--- config.mk ---
export PLATFORM = sky130hd
export DESIGN_NAME = arbitro_rr
export DESIGN_NICKNAME = d
export VERILOG_FILES = /design/src/rtl/arbitro_rr_pkg.sv /design/src/rtl/arbitro_rr_pick.sv /design/src/rtl/arbitro_rr.sv
export SDC_FILE = /design/constraint.sdc
export NUM_CORES = 1
export LEC_CHECK = 0
export ABC_CLOCK_PERIOD_IN_PS = 2250
export CAP_MARGIN = 25
export CORE_UTILIZATION = 48
export CTS_BUF_LIST = sky130_fd_sc_hd__clkbuf_8
export DETAILED_ROUTE_END_ITERATION = 10
export GPL_TIMING_DRIVEN = 0
export PLACE_DENSITY = 0.86
export SYNTH_ARGS = -nofsm -noshare
export SYNTH_HDL_FRONTEND = slang
export SYNTH_HIERARCHICAL = 1
export SYNTH_SLANG_ARGS = --single-unit
--- constraint.sdc ---
create_clock -name clk -period 2.25 [get_ports clk]
set_input_delay 0.45 -clock clk [delete_from_list [all_inputs] [get_ports clk]]
set_output_delay 0.45 -clock clk [all_outputs]
set_load 0.1 [all_outputs]
--- src/rtl/arbitro_rr_pkg.sv ---
// Shared definitions for the round-robin input/output FIFO scheduler.
//   NUM_PORTS  : number of input FIFOs and of output FIFOs
//   PORT_W     : width of a port index
//   stage_e    : valid flag carried by each pipeline stage
//   dest_field : extracts the 2-bit destination field of a FIFO word
package arbitro_rr_pkg;

    localparam int unsigned NUM_PORTS = 4;
    localparam int unsigned PORT_W    = 2;

    typedef enum logic {
        STG_IDLE  = 1'b0,
        STG_VALID = 1'b1
    } stage_e;

    // The word is zero-extended to 32 bits by the caller so the helper stays
    // independent of the instantiating module's DATA_W.
    function automatic logic [PORT_W-1:0] dest_field(input logic [31:0] word,
                                                     input int unsigned lo);
        logic [31:0] sh;
        sh = word >> lo;
        return sh[PORT_W-1:0];
    endfunction

endpackage

--- src/rtl/arbitro_rr_pick.sv ---
// Combinational grant picker.
//   req     in  4  eligible ports
//   last    in  2  previously granted port (round-robin pointer)
//   mode_rr in  1  1 = rotate from last+1, 0 = lowest index wins
//   gnt_idx out 2  winning port index (0 when no request)
//   any     out 1  at least one request present
module rr_pick
    import arbitro_rr_pkg::*;
(
    input  logic [NUM_PORTS-1:0] req,
    input  logic [PORT_W-1:0]    last,
    input  logic                 mode_rr,
    output logic [PORT_W-1:0]    gnt_idx,
    output logic                 any
);

    logic              found;
    logic [PORT_W-1:0] cand;

    always_comb begin
        gnt_idx = '0;
        any     = |req;
        found   = 1'b0;
        cand    = '0;
        if (mode_rr) begin
            // Truncation to PORT_W bits provides the modulo-4 wrap.
            for (int unsigned i = 1; i <= NUM_PORTS; i++) begin
                cand = PORT_W'(32'(last) + i);
                if (!found && req[cand]) begin
                    gnt_idx = cand;
                    found   = 1'b1;
                end
            end
        end else begin
            for (int unsigned i = 0; i < NUM_PORTS; i++) begin
                if (!found && req[i]) begin
                    gnt_idx = PORT_W'(i);
                    found   = 1'b1;
                end
            end
        end
    end

endmodule

--- src/rtl/arbitro_rr.sv ---
// Round-robin scheduler between four input FIFOs and four output FIFOs.
// Three registered stages: ISSUE (pop), FETCH (mux select), ROUTE (push).
//   clk             in   1       rising-edge clock
//   reset           in   1       synchronous, active-high
//   mode_rr         in   1       1 = round robin, 0 = fixed priority P0>P1>P2>P3
//   empty_in        in   4       empty flags of input FIFOs
//   almost_full_out in   4       almost_full flags of output FIFOs
//   data_in         in   DATA_W  input mux output, valid while stage 2 is valid
//   pop             out  4       one-hot pop to input FIFOs
//   select          out  2       input mux select
//   push            out  4       one-hot push to output FIFOs
//   data_out        out  DATA_W  word written with push
//   idle            out  1       nothing queued and nothing in flight
module arbitro_rr
    import arbitro_rr_pkg::*;
#(
    parameter int unsigned DATA_W  = 6,
    parameter int unsigned DEST_LO = 4
) (
    input  logic              clk,
    input  logic              reset,
    input  logic              mode_rr,
    input  logic [3:0]        empty_in,
    input  logic [3:0]        almost_full_out,
    input  logic [DATA_W-1:0] data_in,
    output logic [3:0]        pop,
    output logic [1:0]        select,
    output logic [3:0]        push,
    output logic [DATA_W-1:0] data_out,
    output logic              idle
);

    logic [NUM_PORTS-1:0] pop_q,        pop_d;
    logic [PORT_W-1:0]    last_grant_q, last_grant_d;
    stage_e               v1_q,         v1_d;
    logic [PORT_W-1:0]    g1_q,         g1_d;
    stage_e               v2_q,         v2_d;
    logic [PORT_W-1:0]    select_q,     select_d;
    logic [NUM_PORTS-1:0] push_q,       push_d;
    logic [DATA_W-1:0]    data_out_q,   data_out_d;
    logic                 idle_q,       idle_d;

    logic [NUM_PORTS-1:0] req;
    logic [PORT_W-1:0]    pick_idx;
    logic                 pick_any;
    logic                 issue;
    logic [PORT_W-1:0]    dest;

    // The port popped last edge is masked: its empty flag lags by one cycle.
    assign req   = ~empty_in & ~pop_q;
    assign issue = (almost_full_out == '0) && pick_any;
    assign dest  = dest_field(32'(data_in), DEST_LO);

    rr_pick u_pick (
        .req     (req),
        .last    (last_grant_q),
        .mode_rr (mode_rr),
        .gnt_idx (pick_idx),
        .any     (pick_any)
    );

    always_comb begin
        pop_d        = '0;
        v1_d         = STG_IDLE;
        g1_d         = g1_q;
        last_grant_d = last_grant_q;
        select_d     = g1_q;
        v2_d         = v1_q;
        push_d       = '0;
        data_out_d   = data_out_q;
        idle_d       = (v1_q == STG_IDLE) && (v2_q == STG_IDLE) &&
                       (push_q == '0) && (&empty_in);

        if (issue) begin
            pop_d[pick_idx] = 1'b1;
            v1_d            = STG_VALID;
            g1_d            = pick_idx;
            last_grant_d    = pick_idx;
        end

        if (v2_q == STG_VALID) begin
            push_d[dest] = 1'b1;
            data_out_d   = data_in;
        end
    end

    always_ff @(posedge clk) begin
        if (reset) begin
            pop_q        <= '0;
            last_grant_q <= '1;
            v1_q         <= STG_IDLE;
            g1_q         <= '0;
            v2_q         <= STG_IDLE;
            select_q     <= '0;
            push_q       <= '0;
            data_out_q   <= '0;
            idle_q       <= 1'b1;
        end else begin
            pop_q        <= pop_d;
            last_grant_q <= last_grant_d;
            v1_q         <= v1_d;
            g1_q         <= g1_d;
            v2_q         <= v2_d;
            select_q     <= select_d;
            push_q       <= push_d;
            data_out_q   <= data_out_d;
            idle_q       <= idle_d;
        end
    end

    assign pop      = pop_q;
    assign select   = select_q;
    assign push     = push_q;
    assign data_out = data_out_q;
    assign idle     = idle_q;

endmodule

# --- Yosys cells after proc, flatten, opt, wreduce, memory -nomap -nowiden ---
# Index checks and enable logic that the tools add are counted.
# W data, S select, Z words.
word_totals:
  reg_bits: 23
  output_inout_bits: 17
  elab_cells: 84
op_classes:
  addsub: 4
  order_cmp: 8
  mux: 33
  bitwise: 6
  n_reduce_logical: 24
ops:
  columns: ["operator", "n"]
  rows:
  - ["$mux W1", 20]
  - ["$lt A2 B3 Y1 const B", 6]
  - ["$mux W2", 7]
  - ["$logic_and A1 B1 Y1", 12]
  - ["$bmux W1 S2", 4]
  - ["$logic_not A4 Y1", 2]
  - ["$not A4 Y4", 2]
  - ["$logic_not A1 Y1", 6]
  - ["$add A2 B1 Y2 const B", 2]
  - ["$add A2 B2 Y2 const B", 2]
  - ["$and A4 B4 Y4", 1]
  - ["$demux W1 S2", 2]
  - ["$ge A2 B1 Y1 const B", 2]
  - ["$reduce_and A4 Y1", 1]
  - ["$reduce_or A2 Y1", 2]
  - ["$reduce_or A4 Y1", 1]
  - ["$not A1 Y1", 3]

# --- Logic depth before layout (Yosys ltp) ---
depth:
  depth_word: 22
  mapped_depth: 7
  mapped_depth_nobuf: 7

# --- Modules after synthesis ---
# Netlist, hierarchy kept.
modules_own_cells:
  columns: ["mod", "n_inst", "cells_per_inst", "area_each_um2", "seq_area_each_um2"]
  rows:
  - ["arbitro_rr", 1, 74, 769.5, 460.4]
  - ["rr_pick", 1, 27, 148.9, 0.0]

# --- Worst setup path after synthesis ---
# No wires, ideal clock.
synth_timing:
  path_type: "register -> register"
  from: "register pop_q[3], in the netlist pop[3]"
  to: "register g1_q[0]"
  setup_ps: 117
  arrival_time_ps: 1946
  required_time_ps: 2133
  setup_slack_ps: 187
  stages_incl_launch_ff: 7
  path_buffers: 0
  synth_period_minus_slack_ps: 2063
  cell_sequence: "dfxtp_1 > nor2_1 > inv_1 > o21ai_1 > and4b_1 > o22a_1 > a22o_1"
synth_between:
  elab_chain_cells: 18
  elab_cells_between_ends: 31
synth_rtl:
  columns: ["element", "line", "text"]
  rows:
  - ["start: declaration", "arbitro_rr.sv:33", "logic [NUM_PORTS-1:0] pop_q, pop_d;"]
  - ["start signal: assignment", "arbitro_rr.sv:99", "pop_q <= pop_d;"]
  - ["$not A4 Y4 (*)", "arbitro_rr.sv:50", "assign req = ~empty_in & ~pop_q;"]
  - ["$and A4 B4 Y4 (*)", "arbitro_rr.sv:50", null]
  - ["named net req[3]", "arbitro_rr.sv:43", "logic [NUM_PORTS-1:0] req;"]
  - ["$bmux W1 S2", "arbitro_rr_pick.sv:29", "if (!found && req[cand]) begin"]
  - ["$mux W1 (not written as such)", "arbitro_rr_pick.sv:29", null]
  - ["$mux W1", "arbitro_rr_pick.sv:29", null]
  - ["$mux W1", "arbitro_rr_pick.sv:25", "if (mode_rr) begin"]
  - ["$logic_not A1 Y1", "arbitro_rr_pick.sv:29", null]
  - ["[... 4 more ...]", null, null]
  - ["$logic_and A1 B1 Y1", "arbitro_rr_pick.sv:29", null]
  - ["$mux W1", "arbitro_rr_pick.sv:29", null]
  - ["$mux W1", "arbitro_rr_pick.sv:25", null]
  - ["$logic_not A1 Y1", "arbitro_rr_pick.sv:29", null]
  - ["$logic_and A1 B1 Y1", "arbitro_rr_pick.sv:29", null]
  - ["$mux W2", "arbitro_rr_pick.sv:29", null]
  - ["$mux W2 (*)", "arbitro_rr_pick.sv:25", null]
  - ["named net pick_idx[0]", "arbitro_rr.sv:44", "logic [PORT_W-1:0] pick_idx;"]
  - ["end signal: assignment", "arbitro_rr.sv:102", "g1_q <= g1_d;"]
  - ["end: declaration", "arbitro_rr.sv:36", "logic [PORT_W-1:0] g1_q, g1_d;"]
# Mark *: on every way through the listed nets, which the timed path passes. The rest lies on a longest branch. The select of a mux whose other input is x is not followed.
# A chain may end at the register's enable or synchronous reset.

# --- Worst setup path after layout ---
layout_timing:
  from: "register push_q[0], in the netlist push[0]"
  to: "output push[0]"
layout_rtl:
  columns: ["element", "line", "text"]
  rows:
  - ["start: declaration", "arbitro_rr.sv:39", "logic [NUM_PORTS-1:0] push_q, push_d;"]
  - ["start signal: assignment", "arbitro_rr.sv:105", "push_q <= push_d;"]
  - ["end: declaration", "arbitro_rr.sv:28", "output logic [3:0] push,"]
# No word-level cell between the ends.

==> key figures <==
Cells and area
  • Nets: about 160
  • FF/Latch Area: 460.4 um^2
  • Fin util: 74.61%
  • FILL cells: 148
  • Inserted Diodes: 0
  • Multi-input logic area: 414.1 um^2
  • Share of layout cells above drive strength 1: 8.029%
  • Layout area overhead: 43.32%

Logic synthesis
  • Cell variety after synth: 29
  • Syn_area_per_cell: 9.093 um^2
  • Synth warnings: 6
  • Synth Instances: 101
  • Area fraction of the dominant cell type after synthesis: 50.14%
  • Post-synthesis sequential area ratio: 50.14%
  • Synth area leaders: dfxtp_1, mux2i_1, nor2_1
  • Yosys reg bits: 23
  • Post-synthesis net count: 118
  • Mapped cell area: 918.4 um^2
  • Synth area leader: dfxtp_1

Place
  • Dpl ws: 0.06671 ns
  • Routability Congestion: roughly 0.78
  • Post-DP HPWL: 1490 um
  • Buffers on Ports: 32

Power and ir drop
  • Sequential share of power: ~54%
  • Combinational share of power: 14.0%
  • Sw frac: 24.35%
  • Clock share of power: 32.3%
  • Sw power: 187.6 uW
  • Max IR drop VDD: between 0.0003 and 0.0004 V
  • Pwr Density: 585.2 nW/um^2
  • Leak: 0.0005256 uW
  • Internal power: 582.7 uW
  • Total power draw: 770.3 uW

Clock tree
  • Clock Latency Late Sink: 0.26 ns
  • CTS Buf Count: 3
  • Post_cts resized: 0
  • TritonCTS clock tree: done
  • Clock transition at path regs: 0.08 ns
  • Clock Sinks: 23
  • Hold Buf Count CTS: 0
  • CTS root buffer: clkbuf_8
  • # Post-CTS Setup Buffers: 0
  • H-tree Lvls: 1
  • Max Buffers Root-to-Sink: 2

Worst hold path
  • Hold wc startpoint: g1_q[1]
  • HP Class: register to register

Timing
  • Setup TNS: 0 ns
  • Setup violators final: 0
  • Hold Violations, Final: 0
  • Worst-margin pin slew: 0.9728 ns
  • Final-report max-slew violation count: 0
  • Slew margin rel.: roughly a third
  • Clock skew: 0.002994 ns
  • Setup ws final: 0.05538 ns
  • Period minus WS final: 2.195 ns
  • Part of the cycle the worst path needs: 97.54%
  • Max Freq: 455.7 MHz
  • RSZ-0062 raised after global routing: no
  • Fin Hold WS: 0.4714 ns

Run status
  • Outcome: completed

GRT
  • Grt ovf: 0
  • Pin count of the biggest net entering global routing: 14
  • Initial antenna violation count: 0
  • Number of global-route vias before repair: roughly 720
  • First-pass GRT wire length: 3118 um
  • Total global-route track usage: between 20 and 25%

Routing
  • Remaining DRCs: 0
  • Routed length per instance: 12.31 um
  • ANT nets after route: 0
  • Via count: 838
  • Drt initial violations: 14
  • DR pass1 iterations: 4
  • Vias/cell: roughly 5.2
  • Final WL: 1994 um

Floorplan
  • Initial core utilization: 52.06%
  • I/O pin cnt: 34
  • Area of the core: 1764 um^2
  • Row cnt: 15
  • Full die area: 2092 um^2
  • Die width: between 40 and 50 um
  • Die Y: between 40 and 50 um

Worst setup path
  • Crit path launch: push[0]
  • Worst path cell trace: clkdlybuf4s50_1
  • CP max stage delay: 1.14 ns
  • Critical path launch point type: register
  • Buf+Inv Stages, Crit Path: 1
  • Req. time, crit path: roughly 1.8 ns
  • Delay-heaviest family, CP: buffers and inverters
  • WP data arrival: 1.74 ns
  • Crit path capture type: output port
  • Worst r2r src: pop[3]
  • Worst path slowest cell: clkdlybuf4s50_1
  • CP max FO: 2
  • Critical path class: register to output port

Run
  • Max Cap Viol: 0
cell type report:
| type | count | area share (%) |
|---|---|---|
| tap | 25 | 2.376 |
| inverter | 6 | 1.711 |
| timing repair buffer | 32 | 24.33 |
| buffer | 5 | 1.616 |
| clock buffer | 3 | 3.137 |
| clock inverter | 1 | 0.3802 |
| sequential | 23 | 34.98 |
| multi-input combinational | 67 | 31.46 |
per-layer routing:
| metal | wire length, um | track usage (%) | part of all wire [%] | up-vias |
|---|---|---|---|---|
| met2 | 956 | 34.00 | 48 | 33 |
| met5 | 0 | 0 | 0 | - |
| met4 | 38 | 8.824 | 1.9 | 0 |
| met3 | 75 | 2.381 | 3.8 | 5 |
| met1 | 925 | 26.93 | 46 | 385 |
| li1 | - | - | - | 415 |
synth_stat cells:
master and number:
xnor2_1 1, o21ai_1 2, inv_2 2, nor3_1 3, a2bb2oi_1 1, o22a_1 1
nand2_1 4, inv_1 4, nor2_1 16, buf_2 2, o2111ai_1 1, a41o_1 1
nor2b_1 3, a22oi_1 1, clkbuf_1 3, nor3b_1 2, mux2i_1 7, dfxtp_1 23
and3_1 1, or2_2 1, nand3_1 1, a21oi_1 4, o22ai_1 1, and4b_1 2
or3_4 2, a22o_1 1, nand2b_1 5, o21ai_0 5, nor4_1 1
through the flow:
stage | std cells | area [um^2]
finish | 162 | 1316
global placement | 158 | 1270
global route | 162 | 1316
detailed placement | 158 | 1270
floorplan | 101 | 918.4
CTS | 162 | 1316
path summary, 6_finish.rpt:
check | depth (start not counted) | endpoint | slack [ns]
max reg2reg | 7 | pop[3] | 0.61
min | 1 | select[1] | 0.47
min reg2reg | 1 | select[1] | 0.47
max | 1 | push[0] | 0.06
sequential cells by signal, summed over array words and instances, names as in the netlist:
register and count:
g1_q 2, idle 1, v1_q 1, pop 4, data_out 6, push 4, last_grant_q 2, v2_q 1
select 2
power groups by stage:
| stage | Sequential, uW | Combinational, uW | Clock (uW) |
|---|---|---|---|
| 2_1_floorplan | 443 | 42.5 | 0 |
| 3_3_place_gp | 423 | 103 | 0 |
| 3_5_place_dp | 423 | 106 | 0 |
| 4_1_cts | 413 | 107 | 252 |
| 5_1_grt | 414 | 116 | 270 |
| 6_report | 413 | 108 | 249 |
logic make-up (layout without fill, tap and decap cells):
group           after synthesis  in the layout  share of synthesized area, %
simple gates                 41             41                         24.11
xor+xnor                      1              1                        0.9539
flops                        23             23                         50.14
buf+inv                      11             47                         4.768
mux                           7              7                         7.630
compound gates               18             18                         12.40
placed cells by master (no fill, tap or decap), types with 2 or more instances in the layout:
master / netlist / layout
dfxtp_1: 23 / 23
nand2_1: 4 / 4
a21oi_1: 4 / 4
nor3_1: 3 / 3
nor2b_1: 3 / 3
nor3b_1: 2 / 2
nor2_1: 16 / 16
or3_4: 2 / 2
o21ai_1: 2 / 2
clkbuf_8: 0 / 3
buf_2: 2 / 2
nand2b_1: 5 / 5
inv_2: 2 / 2
clkdlybuf4s50_1: 0 / 32
o21ai_0: 5 / 5
clkbuf_1: 3 / 3
mux2i_1: 7 / 7
inv_1: 4 / 4
and4b_1: 2 / 2
Note: power is estimated with default switching activity, not from simulation.
